<file path="src/rtl/shrin_ctrl_pkg.sv">
// Shared definitions for the SHRin stage sequencer: FSM states, control-table
// field positions and the power-on stage program.
package shrin_ctrl_pkg;

    typedef enum logic [1:0] {
        ST_IDLE = 2'd0,
        ST_RUN  = 2'd1,
        ST_DONE = 2'd2
    } state_e;

    localparam int F_MODE_IMM   = 0;
    localparam int F_MODE_DLY   = 1;
    localparam int F_SLCIN0_IMM = 2;
    localparam int F_SLCIN0_DLY = 3;
    localparam int F_SLCADDR    = 4;
    localparam int F_CH_EN      = 5;
    localparam int CTRL_W       = 5;

    // Control bits of the default program; channel enables are added by the table.
    function automatic logic [CTRL_W-1:0] default_ctrl(input int stage);
        logic [CTRL_W-1:0] ctrl;
        ctrl               = '0;
        ctrl[F_MODE_IMM]   = (stage == 1) || (stage == 3);
        ctrl[F_MODE_DLY]   = (stage == 6) || (stage == 9);
        ctrl[F_SLCIN0_IMM] = (stage == 4) || (stage == 5);
        ctrl[F_SLCIN0_DLY] = (stage == 8) || (stage == 9);
        ctrl[F_SLCADDR]    = (stage >= 6) && (stage <= 10);
        return ctrl;
    endfunction

endpackage

</file>
<file path="src/rtl/shrin_cfg_table.sv">
// Per-stage control table: NUM_STAGES entries, reloaded with the default
// program on reset, one write port and one combinational read port.
module shrin_cfg_table
    import shrin_ctrl_pkg::*;
#(
    parameter int STAGE_W    = 4,
    parameter int NUM_STAGES = 11,
    parameter int NUM_CH     = 2,
    localparam int CFG_W     = NUM_CH + 5
) (
    input  logic               clk,
    input  logic               rst,
    input  logic               we_i,
    input  logic [STAGE_W-1:0] waddr_i,
    input  logic [CFG_W-1:0]   wdata_i,
    input  logic [STAGE_W-1:0] raddr_i,
    output logic [CFG_W-1:0]   rdata_o
);

    logic [CFG_W-1:0] entry_q [NUM_STAGES];

    always_ff @(posedge clk) begin
        for (int i = 0; i < NUM_STAGES; i++) begin
            if (rst) begin
                entry_q[i] <= {{NUM_CH{1'b1}}, default_ctrl(i)};
            end else if (we_i && (waddr_i == STAGE_W'(i))) begin
                entry_q[i] <= wdata_i;
            end
        end
    end

    // Address decode instead of direct indexing keeps out-of-range reads at zero.
    always_comb begin
        rdata_o = '0;
        for (int i = 0; i < NUM_STAGES; i++) begin
            if (raddr_i == STAGE_W'(i)) begin
                rdata_o = entry_q[i];
            end
        end
    end

endmodule

</file>
<file path="src/rtl/control_shrin_seq.sv">
// SHRin control sequencer: steps through NUM_STAGES stages per run and drives
// per-channel mode/slcin0/slcaddr from a programmable table, immediate or one stage late.
module control_shrin_seq
    import shrin_ctrl_pkg::*;
#(
    parameter int STAGE_W    = 4,
    parameter int NUM_STAGES = 11,
    parameter int NUM_CH     = 2
) (
    input  logic               clk,
    input  logic               rst,
    input  logic               start,
    input  logic               stall,
    input  logic               cfg_we,
    input  logic [STAGE_W-1:0] cfg_addr,
    input  logic [NUM_CH+4:0]  cfg_data,
    output logic [STAGE_W-1:0] rd_stage,
    output logic               busy,
    output logic               done,
    output logic               cfg_err,
    output logic [NUM_CH-1:0]  mode_SHRin,
    output logic [NUM_CH-1:0]  slcin0_SHRin,
    output logic [NUM_CH-1:0]  slcaddr_SHRin
);

    localparam int CFG_W = NUM_CH + 5;
    localparam logic [STAGE_W-1:0] LAST_STAGE = STAGE_W'(NUM_STAGES - 1);

    state_e             state_q, state_d;
    logic [STAGE_W-1:0] stage_q, stage_d;
    logic [NUM_CH-1:0]  dm_q, dm_d;
    logic [NUM_CH-1:0]  ds_q, ds_d;
    logic               cfg_err_q, cfg_err_d;

    logic [CFG_W-1:0]   entry;
    logic [NUM_CH-1:0]  ch_en;
    logic [NUM_CH-1:0]  mode_imm, slcin0_imm, slcaddr_imm;
    logic               in_run;
    logic               cfg_accept;

    shrin_cfg_table #(
        .STAGE_W    (STAGE_W),
        .NUM_STAGES (NUM_STAGES),
        .NUM_CH     (NUM_CH)
    ) u_table (
        .clk     (clk),
        .rst     (rst),
        .we_i    (cfg_accept),
        .waddr_i (cfg_addr),
        .wdata_i (cfg_data),
        .raddr_i (stage_q),
        .rdata_o (entry)
    );

    assign in_run     = (state_q == ST_RUN);
    assign ch_en      = entry[F_CH_EN +: NUM_CH];
    assign cfg_accept = cfg_we && (state_q == ST_IDLE) && (cfg_addr <= LAST_STAGE);
    assign cfg_err_d  = cfg_we && !cfg_accept;

    always_ff @(posedge clk) begin
        if (rst) begin
            state_q   <= ST_IDLE;
            stage_q   <= '0;
            dm_q      <= '0;
            ds_q      <= '0;
            cfg_err_q <= 1'b0;
        end else begin
            state_q   <= state_d;
            stage_q   <= stage_d;
            dm_q      <= dm_d;
            ds_q      <= ds_d;
            cfg_err_q <= cfg_err_d;
        end
    end

    always_comb begin
        state_d = state_q;
        stage_d = stage_q;
        dm_d    = '0;
        ds_d    = '0;
        unique case (state_q)
            ST_IDLE: begin
                stage_d = '0;
                if (start) begin
                    state_d = ST_RUN;
                end
            end
            ST_RUN: begin
                if (stall) begin
                    dm_d = dm_q;
                    ds_d = ds_q;
                end else begin
                    dm_d = {NUM_CH{entry[F_MODE_DLY]}} & ch_en;
                    ds_d = {NUM_CH{entry[F_SLCIN0_DLY]}} & ch_en;
                    if (stage_q == LAST_STAGE) begin
                        state_d = ST_DONE;
                        stage_d = '0;
                    end else begin
                        stage_d = stage_q + STAGE_W'(1);
                    end
                end
            end
            ST_DONE: begin
                state_d = ST_IDLE;
            end
            default: begin
                state_d = ST_IDLE;
                stage_d = '0;
            end
        endcase
    end

    // Delayed terms remain visible in DONE so the last stage's late term is not lost.
    genvar gi;
    generate
        for (gi = 0; gi < NUM_CH; gi++) begin : g_ch
            assign mode_imm[gi]    = in_run && entry[F_MODE_IMM]   && ch_en[gi];
            assign slcin0_imm[gi]  = in_run && entry[F_SLCIN0_IMM] && ch_en[gi];
            assign slcaddr_imm[gi] = in_run && entry[F_SLCADDR]    && ch_en[gi];

            assign mode_SHRin[gi]    = mode_imm[gi] | dm_q[gi];
            assign slcin0_SHRin[gi]  = slcin0_imm[gi] | ds_q[gi];
            assign slcaddr_SHRin[gi] = slcaddr_imm[gi];
        end
    endgenerate

    assign rd_stage = stage_q;
    assign busy     = (state_q != ST_IDLE);
    assign done     = (state_q == ST_DONE);
    assign cfg_err  = cfg_err_q;

endmodule
</file>
<file path="config.mk">
export PLATFORM = sky130hd
export DESIGN_NAME = control_shrin_seq
export DESIGN_NICKNAME = d
export VERILOG_FILES = /design/src/rtl/shrin_ctrl_pkg.sv /design/src/rtl/shrin_cfg_table.sv /design/src/rtl/control_shrin_seq.sv
export SDC_FILE = /design/constraint.sdc
export NUM_CORES = 1
export LEC_CHECK = 0
export BUFFER_PORTS_ARGS = -buffer_cell sky130_fd_sc_hd__buf_4
export CELL_PAD_IN_SITES_DETAIL_PLACEMENT = 0
export CELL_PAD_IN_SITES_GLOBAL_PLACEMENT = 2
export CORE_ASPECT_RATIO = 1.1
export CORE_MARGIN = 10
export CORE_UTILIZATION = 44
export DETAILED_ROUTE_END_ITERATION = 7
export PLACE_DENSITY = 0.89
export RECOVER_POWER = 50
export SETUP_SLACK_MARGIN = 0.3
export SYNTH_ARGS = -nofsm -noshare
export SYNTH_HDL_FRONTEND = slang
export SYNTH_SLANG_ARGS = --single-unit
</file>
<file path="constraint.sdc">
create_clock -name clk -period 5.65 [get_ports clk]
set_clock_uncertainty 0.1 [all_clocks]
set_input_delay 1.13 -clock clk [delete_from_list [all_inputs] [get_ports clk]]
set_output_delay 1.13 -clock clk [all_outputs]
set_load 0.02 [all_outputs]
</file>
==> metrics.md, run 1 <==
| Metric | Value |
|---|---|
| Worst-path fanout max | `24` |
| Vias after detailed routing | `3210` |
| Core area | `9890 um^2` |
| Synth warn | `0` |
| EDFF count, synth | `77` |
| Total grt overflow | `0` |
| Post-DP Area | `4690 um^2` |
| Compound-Gate Fraction of Synth Area | `0.108` |
| PortBufs | `28` |
| Drt pass-1 iters | `5` |
| Maximum VDD drop | `0.106 mV` |
| Status | `complete, no violations` |
| Max-Slew Margin vs Limit | `0.172` |
| Slew Viols, Final | `0` |
| CTS tree | `yes` |
| Cell Area, Synth | `4460 um^2` |
| Worst endpoint required time | `4.42 ns` |
| Avg WL per Cell | `22.2 um` |
| Post-Synth XOR/XNOR Area | `0` |
| Post-Synthesis Cells | `393` |
| Cell area after layout | `4850 um^2` |
| Critical path type | `reg -> out` |
| Syn Area/Cell | `11.4 um^2` |
| Hold WC Path Type | `reg -> reg` |
| Dpl hpwl | `8.33 mm` |
| Worst-Skew Late Latency | `0.37 ns` |
| Startpoint Class | `flop` |
| Clk root buf | `clkbuf_8` |
| Die X-Extent | `116 um` |
| Fin crit period | `4.61 ns` |
| FILL cells | `914` |
| Antenna diodes | `0` |
| Post-route ant nets | `0` |
| Fmax | `0.217 GHz` |
| Vias in the first global route | `3089` |
| Setup-failing EPs final | `0` |
| RSZ-0062 raised after global routing | `no` |
| Synth top area cells | `edfxtp_1, dfxtp_1, and2_1` |
| Crit end category | `output pin` |
| DIE AREA | `14600 um^2` |
| Ys flop type | `edfxtp_1` |
| H-tree depth | `3` |
| Rows | `38` |
| Worst EP arrival | `3.38 ns` |
| Seq cells post-synth | `88` |
| Pin count of the biggest net entering global routing | `30` |
| CTS max path bufs | `2` |
| Post-CTS setup buffers | `0` |
| Fraction of layout cells with a size suffix above 1 | `0.132` |
| DRC Markers | `0` |
| Yosys cell types | `66` |
| Max Cap Viol | `0` |
| Total CTS buffers | `9` |
| Initial Util | `0.451` |
| Clk slew on worst S/H paths | `0.09 ns` |
| Post-Route WL | `11.7 mm` |
| Drt via density | `6.08` |
| First-pass GRT wire length | `18.1 mm` |
| Synth Area in Adders | `0` |
| Placed instance count | `512` |
| Crit share post-route | `0.816` |
| Post-Layout Cell Count | `528` |
| Mux cell area share after synthesis | `0.0516` |
| Slew at the pin with the worst max-slew slack | `1.23 ns` |
| Num ports | `29` |
| Tot GR Track Use | `0.164` |
| FF/Latch Area | `2530 um^2` |
| Max incr delay on CP | `0.92 ns` |
| Yosys top cell area share | `0.518` |
| Hold Buf Count CTS | `0` |
| Clk sinks | `88` |
| Routability-driven placement congestion ratio | `0.883` |
| Area leader, netlist | `edfxtp_1` |
| PostCTS Resize Cnt | `0` |
| Post-route setup TNS | `0 ns` |
| Final Hold Viols | `0` |
| Area delta synth->final | `8.58%` |
| Final #Nets | `419` |
| Simple-Gate Fraction of Synth Area | `0.230` |
| Die Y | `126 um` |
| Initial antenna violation count | `0` |
| Area of the multi-input gates | `1720 um^2` |
| Ys async rst share | `0` |
| Net Count, Synth | `409` |
| Critical path cell sequence | `clkbuf_1 -> mux2_2 -> a32oi_1 -> o311ai_0 -> a21o_1 -> buf_4` |
| Sequential share of the synthesized area | `0.567` |
| Largest family of logic cells by synthesized area | `simple AND/OR/NAND/NOR gates` |
| Static Leak | `1.46 nW` |
| CP max stage cell | `dfxtp_1` |
| Initial DRC Count | `310` |
| Power per cell area | `273 nW/um^2` |
-- cell families after synthesis --
family | count (synthesis)
buffers and inverters | 42
flip-flops | 88
AND/OR/NAND/NOR | 180
AO/OA/AOI/OAI | 65
multiplexers | 18
-- area by class of cell --
cell class,count,share of cell area
sequential,88,0.523
multi-input combinational,263,0.354
timing repair buffer,30,0.0387
tap,120,0.0310
clock buffer,10,0.0263
clock inverter,6,0.0188
inverter,11,0.00852
-- flip-flops by register name, summed over array words and instances (netlist names) --
register and cells:
u_table.entry_q 77, rd_stage 4, dm_q 2, ds_q 2, state_q 2, cfg_err 1
-- cell usage after synthesis (5+ instances only) --
cell      number
mux2i_1        5
dfxtp_1       11
or3_1         20
inv_1         10
a21oi_1        5
o31ai_1        6
or2_1          5
edfxtp_1      77
and2_1        20
nor4_1         5
nand3_1       15
o21ai_0       14
buf_2          7
nor2b_1        8
clkbuf_1      17
nand2_1       17
nor3_1        22
nand2b_1      16
nor2_1        28
mux2_2        10
-- power breakdown --
part	internal, W	switching [W]
logic	0.0000312	0.0000663
registers	0.000724	0.0000109
clock network	0.000253	0.000240
-- cell usage in the layout, fill, tap and decap left out, drive strengths merged, types with 3 or more instances in the layout --
cell type	n
or3	21
dfxtp	11
nand2	18
and2	20
nand2b	16
buf	20
nor3	24
nor2	28
nor2b	8
clkbuf	20
edfxtp	77
o21ai	16
nand3	15
o211ai	3
o221ai	3
a31oi	3
mux4	3
or2	6
clkinv	3
nand3b	3
mux2	10
nor4	5
a22oi	3
and2b	3
a21oi	5
mux2i	5
or3b	3
inv	12
o31ai	6
-- metrics by stage --
step / setup slack, ns / utilization / power, W / hold WS, ns
after global routing: 0.791 / 0.490 / 0.00137 / 0.424
after CTS: 1.53 / 0.496 / 0.00133 / 0.374
after floorplan: 2.33 / - / 0.000806 / 0.337
final: 1.04 / 0.490 / 0.00132 / 0.380
after detailed placement: 1.83 / 0.474 / 0.000849 / 0.362
after global placement: 1.96 / 0.474 / 0.000847 / 0.352
-- critical path: cells and delay by family (launching register included) --
family	cells	cell delay (ns)
compound gates	3	0.66
buf+inv	2	1.00
flops	1	0.92
mux	1	0.42
-- routing by layer --
metal  vias to the layer above  share of wire  global-route usage
met1                      1555           0.45               0.232
met4                         0          0.021              0.0641
met2                       148           0.45               0.239
li1                       1490              -                   -
met3                        17          0.076              0.0370
met5                         -              0                   0
-- final timing paths --
path | startpoint | endpoint | slack, ns | cells past startpoint
worst min register to register | ds_q[0]$_SDFFE_PP0N_ | ds_q[0]$_SDFFE_PP0N_ | 0.38 | 2
worst max register to register | rd_stage[1]$_SDFFE_PP0P_ | ds_q[0]$_SDFFE_PP0N_ | 2.39 | 6
worst max-delay path | rd_stage[0]$_SDFFE_PP0P_ | mode_SHRin[0] | 1.04 | 6
worst min-delay path | ds_q[0]$_SDFFE_PP0N_ | ds_q[0]$_SDFFE_PP0N_ | 0.38 | 2
(Power assumes the default switching activity.)
==> inputs of run 2 (changes only) <==
--- a/config.mk
+++ b/config.mk
@@ -10,9 +10,9 @@
 export CELL_PAD_IN_SITES_GLOBAL_PLACEMENT = 2
 export CORE_ASPECT_RATIO = 1.1
 export CORE_MARGIN = 10
-export CORE_UTILIZATION = 44
+export CORE_UTILIZATION = 37
 export DETAILED_ROUTE_END_ITERATION = 7
-export PLACE_DENSITY = 0.89
+export PLACE_DENSITY = 0.81
 export RECOVER_POWER = 50
 export SETUP_SLACK_MARGIN = 0.3
 export SYNTH_ARGS = -nofsm -noshare
==> constraint.sdc (replaced) <==
create_clock -name clk -period 3.9 [get_ports clk]
set_clock_uncertainty 0.1 [all_clocks]
set_input_delay 0.78 -clock clk [delete_from_list [all_inputs] [get_ports clk]]
set_output_delay 0.78 -clock clk [all_outputs]
set_load 0.02 [all_outputs]
==> run 2 against run 1 <==
Net effect: register-to-register slack lost 1.1 ns; sequential share of layout area is 3.4 points lower; largest power group is now the clock network; non-clock buffer count up 15.
==> metrics.md, run 2 (synthesis gave the netlist of run 1 again) <==
| Metric | Value |
|---|---|
| Crit share post-route | `0.878` |
| Dpl hpwl | `8.73 mm (+4.8%)` |
| Core area | `11900 um^2 (+21%)` |
| Worst endpoint required time | `3.02 ns (-1.40 ns)` |
| Num ports | `29 (unchanged)` |
| Status | `complete, no violations` |
| Area delta synth->final | `16.3%` |
| RSZ-0062 raised after global routing | `no` |
| CP most frequent cell | `buf_4` |
| Clk sinks | `88 (unchanged)` |
| Static Leak | `1.61 nW (+10%)` |
| Total grt overflow | `0 (unchanged)` |
| Worst-Skew Late Latency | `0.34 ns (-0.03 ns)` |
| Clk slew on worst S/H paths | `0.06 ns (-0.03 ns)` |
| Fmax | `0.292 GHz` |
| Post-CTS setup buffers | `0 (unchanged)` |
| Hold Buf Count CTS | `0 (unchanged)` |
| Final #Nets | `434 (+3.6%)` |
| DRC Markers | `0 (unchanged)` |
| Max-Slew Margin vs Limit | `0.308 (+0.136)` |
| Pin count of the biggest net entering global routing | `29 (-3.3%)` |
| Die Y | `135 um (+7.6%)` |
| Fraction of layout cells with a size suffix above 1 | `0.177 (+0.0450)` |
| PostCTS Resize Cnt | `2 (+2)` |
| Antenna diodes | `0 (unchanged)` |
| Pre-CTS setup slack | `0.623 ns (-1.20 ns)` |
| Top reg by flops | `u_table.entry_q` |
| Final core occ | `0.435 (-0.0550)` |
| PortBufs | `28 (unchanged)` |
| Startpoint Class | `flop` |
| Fin crit period | `3.42 ns` |
| Clk root buf | `clkbuf_16` |
| Rows | `42 (+11%)` |
| Vias after detailed routing | `3204 (-0.19%)` |
| CTS tree | `yes` |
| Slew Viols, Final | `0 (unchanged)` |
| FILL cells | `1130 (+24%)` |
| Hold WC Path Type | `reg -> reg` |
| Drt via density | `5.55 (-8.7%)` |
| Total CTS buffers | `9 (unchanged)` |
| Critical path cell sequence | `buf_4 -> nor2b_1 -> mux4_2 -> nand2_1 -> a31oi_1 -> a31o_2 -> buf_4` |
| Routability-driven placement congestion ratio | `0.873 (-1.1%)` |
| Avg WL per Cell | `21.0 um (-5.4%)` |
| Post-Route WL | `12.1 mm (+3.4%)` |
| Post-route setup TNS | `0 ns (unchanged)` |
| Most frequent cells in the layout | `edfxtp_1, buf_4, nor2_1, nor3_1, or3_1` |
| Tot GR Track Use | `0.144 (-0.0206)` |
| Power per cell area | `450 nW/um^2 (+65%)` |
| Critical path type | `reg -> out` |
| CP bufs+invs | `2 (unchanged)` |
| CP max stage cell | `dfxtp_1` |
| Setup WS post-layout | `0.477 ns (-0.562 ns)` |
| DIE AREA | `16900 um^2 (+16%)` |
| Post-route ant nets | `0 (unchanged)` |
| Commonest non-fill, non-tap cell in the layout | `edfxtp_1` |
| Maximum VDD drop | `0.175 mV (+64%)` |
| Drt pass-1 iters | `4 (-1)` |
| Family with the most delay on the worst path | `flip-flops` |
| Slew at the pin with the worst max-slew slack | `1.03 ns (-0.204 ns)` |
| Max incr delay on CP | `0.74 ns (-0.18 ns)` |
| CTS max path bufs | `2 (unchanged)` |
| Max Cap Viol | `0 (unchanged)` |
| H-tree depth | `3 (unchanged)` |
| Initial DRC Count | `237 (-24%)` |
| Crit end category | `output pin` |
| Worst EP arrival | `2.54 ns (-0.84 ns)` |
| Die X-Extent | `125 um (+7.5%)` |
| Initial Util | `0.374 (-0.0772)` |
| Vias in the first global route | `3211 (+3.9%)` |
| Initial antenna violation count | `0 (unchanged)` |
| Final Hold Viols | `0 (unchanged)` |
| Worst-path fanout max | `19 (-21%)` |
| Setup-failing EPs final | `0 (unchanged)` |
| First-pass GRT wire length | `18.7 mm (+3.2%)` |
| Max reg flops | `77 (unchanged)` |
run 2: power breakdown:
group	internal [W]	leakage, nW	switching, W	total [W]
combinational	0.0000526	0.643	0.000101	0.000153
clock	0.000757	0.186	0.000362	0.00112
sequential	0.00105	0.783	0.0000133	0.00106
total	0.00186	1.61	0.000476	0.00234
run 2: path summary, 6_finish.rpt:
| kind | startpoint | end | slack [ns] | cells after the start |
|---|---|---|---|---|
| max | rd_stage[2]$_SDFFE_PP0P_ | mode_SHRin[1] | 0.48 | 7 |
| min | ds_q[0]$_SDFFE_PP0N_ | ds_q[0]$_SDFFE_PP0N_ | 0.36 | 2 |
| max reg2reg | state_q[0]$_SDFFE_PP0P_ | u_table.entry_q[2][12]$_SDFFCE_PN1P_ | 1.31 | 5 |
| min reg2reg | ds_q[0]$_SDFFE_PP0N_ | ds_q[0]$_SDFFE_PP0N_ | 0.36 | 2 |
run 2: through the flow:
step	instance area [um^2]	hold slack (ns)	cells	power (W)
finish	5190	0.361	577	0.00234
global route	5190	0.403	577	0.00241
CTS	5240	0.368	577	0.00235
detailed placement	4850	0.358	561	0.00124
global placement	4850	0.351	561	0.00124
floorplan	4460	0.337	393	0.00117
run 2: per-layer routing:
| layer | global-route usage | vias to the layer above | routed length [um] |
|---|---|---|---|
| li1 | - | 1524 | - |
| met1 | 0.179 | 1567 | 5310 |
| met2 | 0.232 | 92 | 5810 |
| met3 | 0.0333 | 21 | 679 |
| met4 | 0.0654 | 0 | 301 |
| met5 | 0 | - | 0 |
run 2: cell type report:
class	count	area, um^2	share of cell area
clock buffers	9	225	0.0434
flip-flops and latches	88	2530	0.489
repair buffers	45	293	0.0564
well taps	154	193	0.0371
clock inverters	7	166	0.0321
multi-input cells	263	1740	0.334
inverters	11	41.3	0.00796
run 2: worst reg2reg max path, delay by kind of cell (launching register included):
kind             cells  cell delay [ns]
AO/OA/AOI/OAI        1             0.33
flip-flops           1             0.40
AND/OR/NAND/NOR      4             1.51
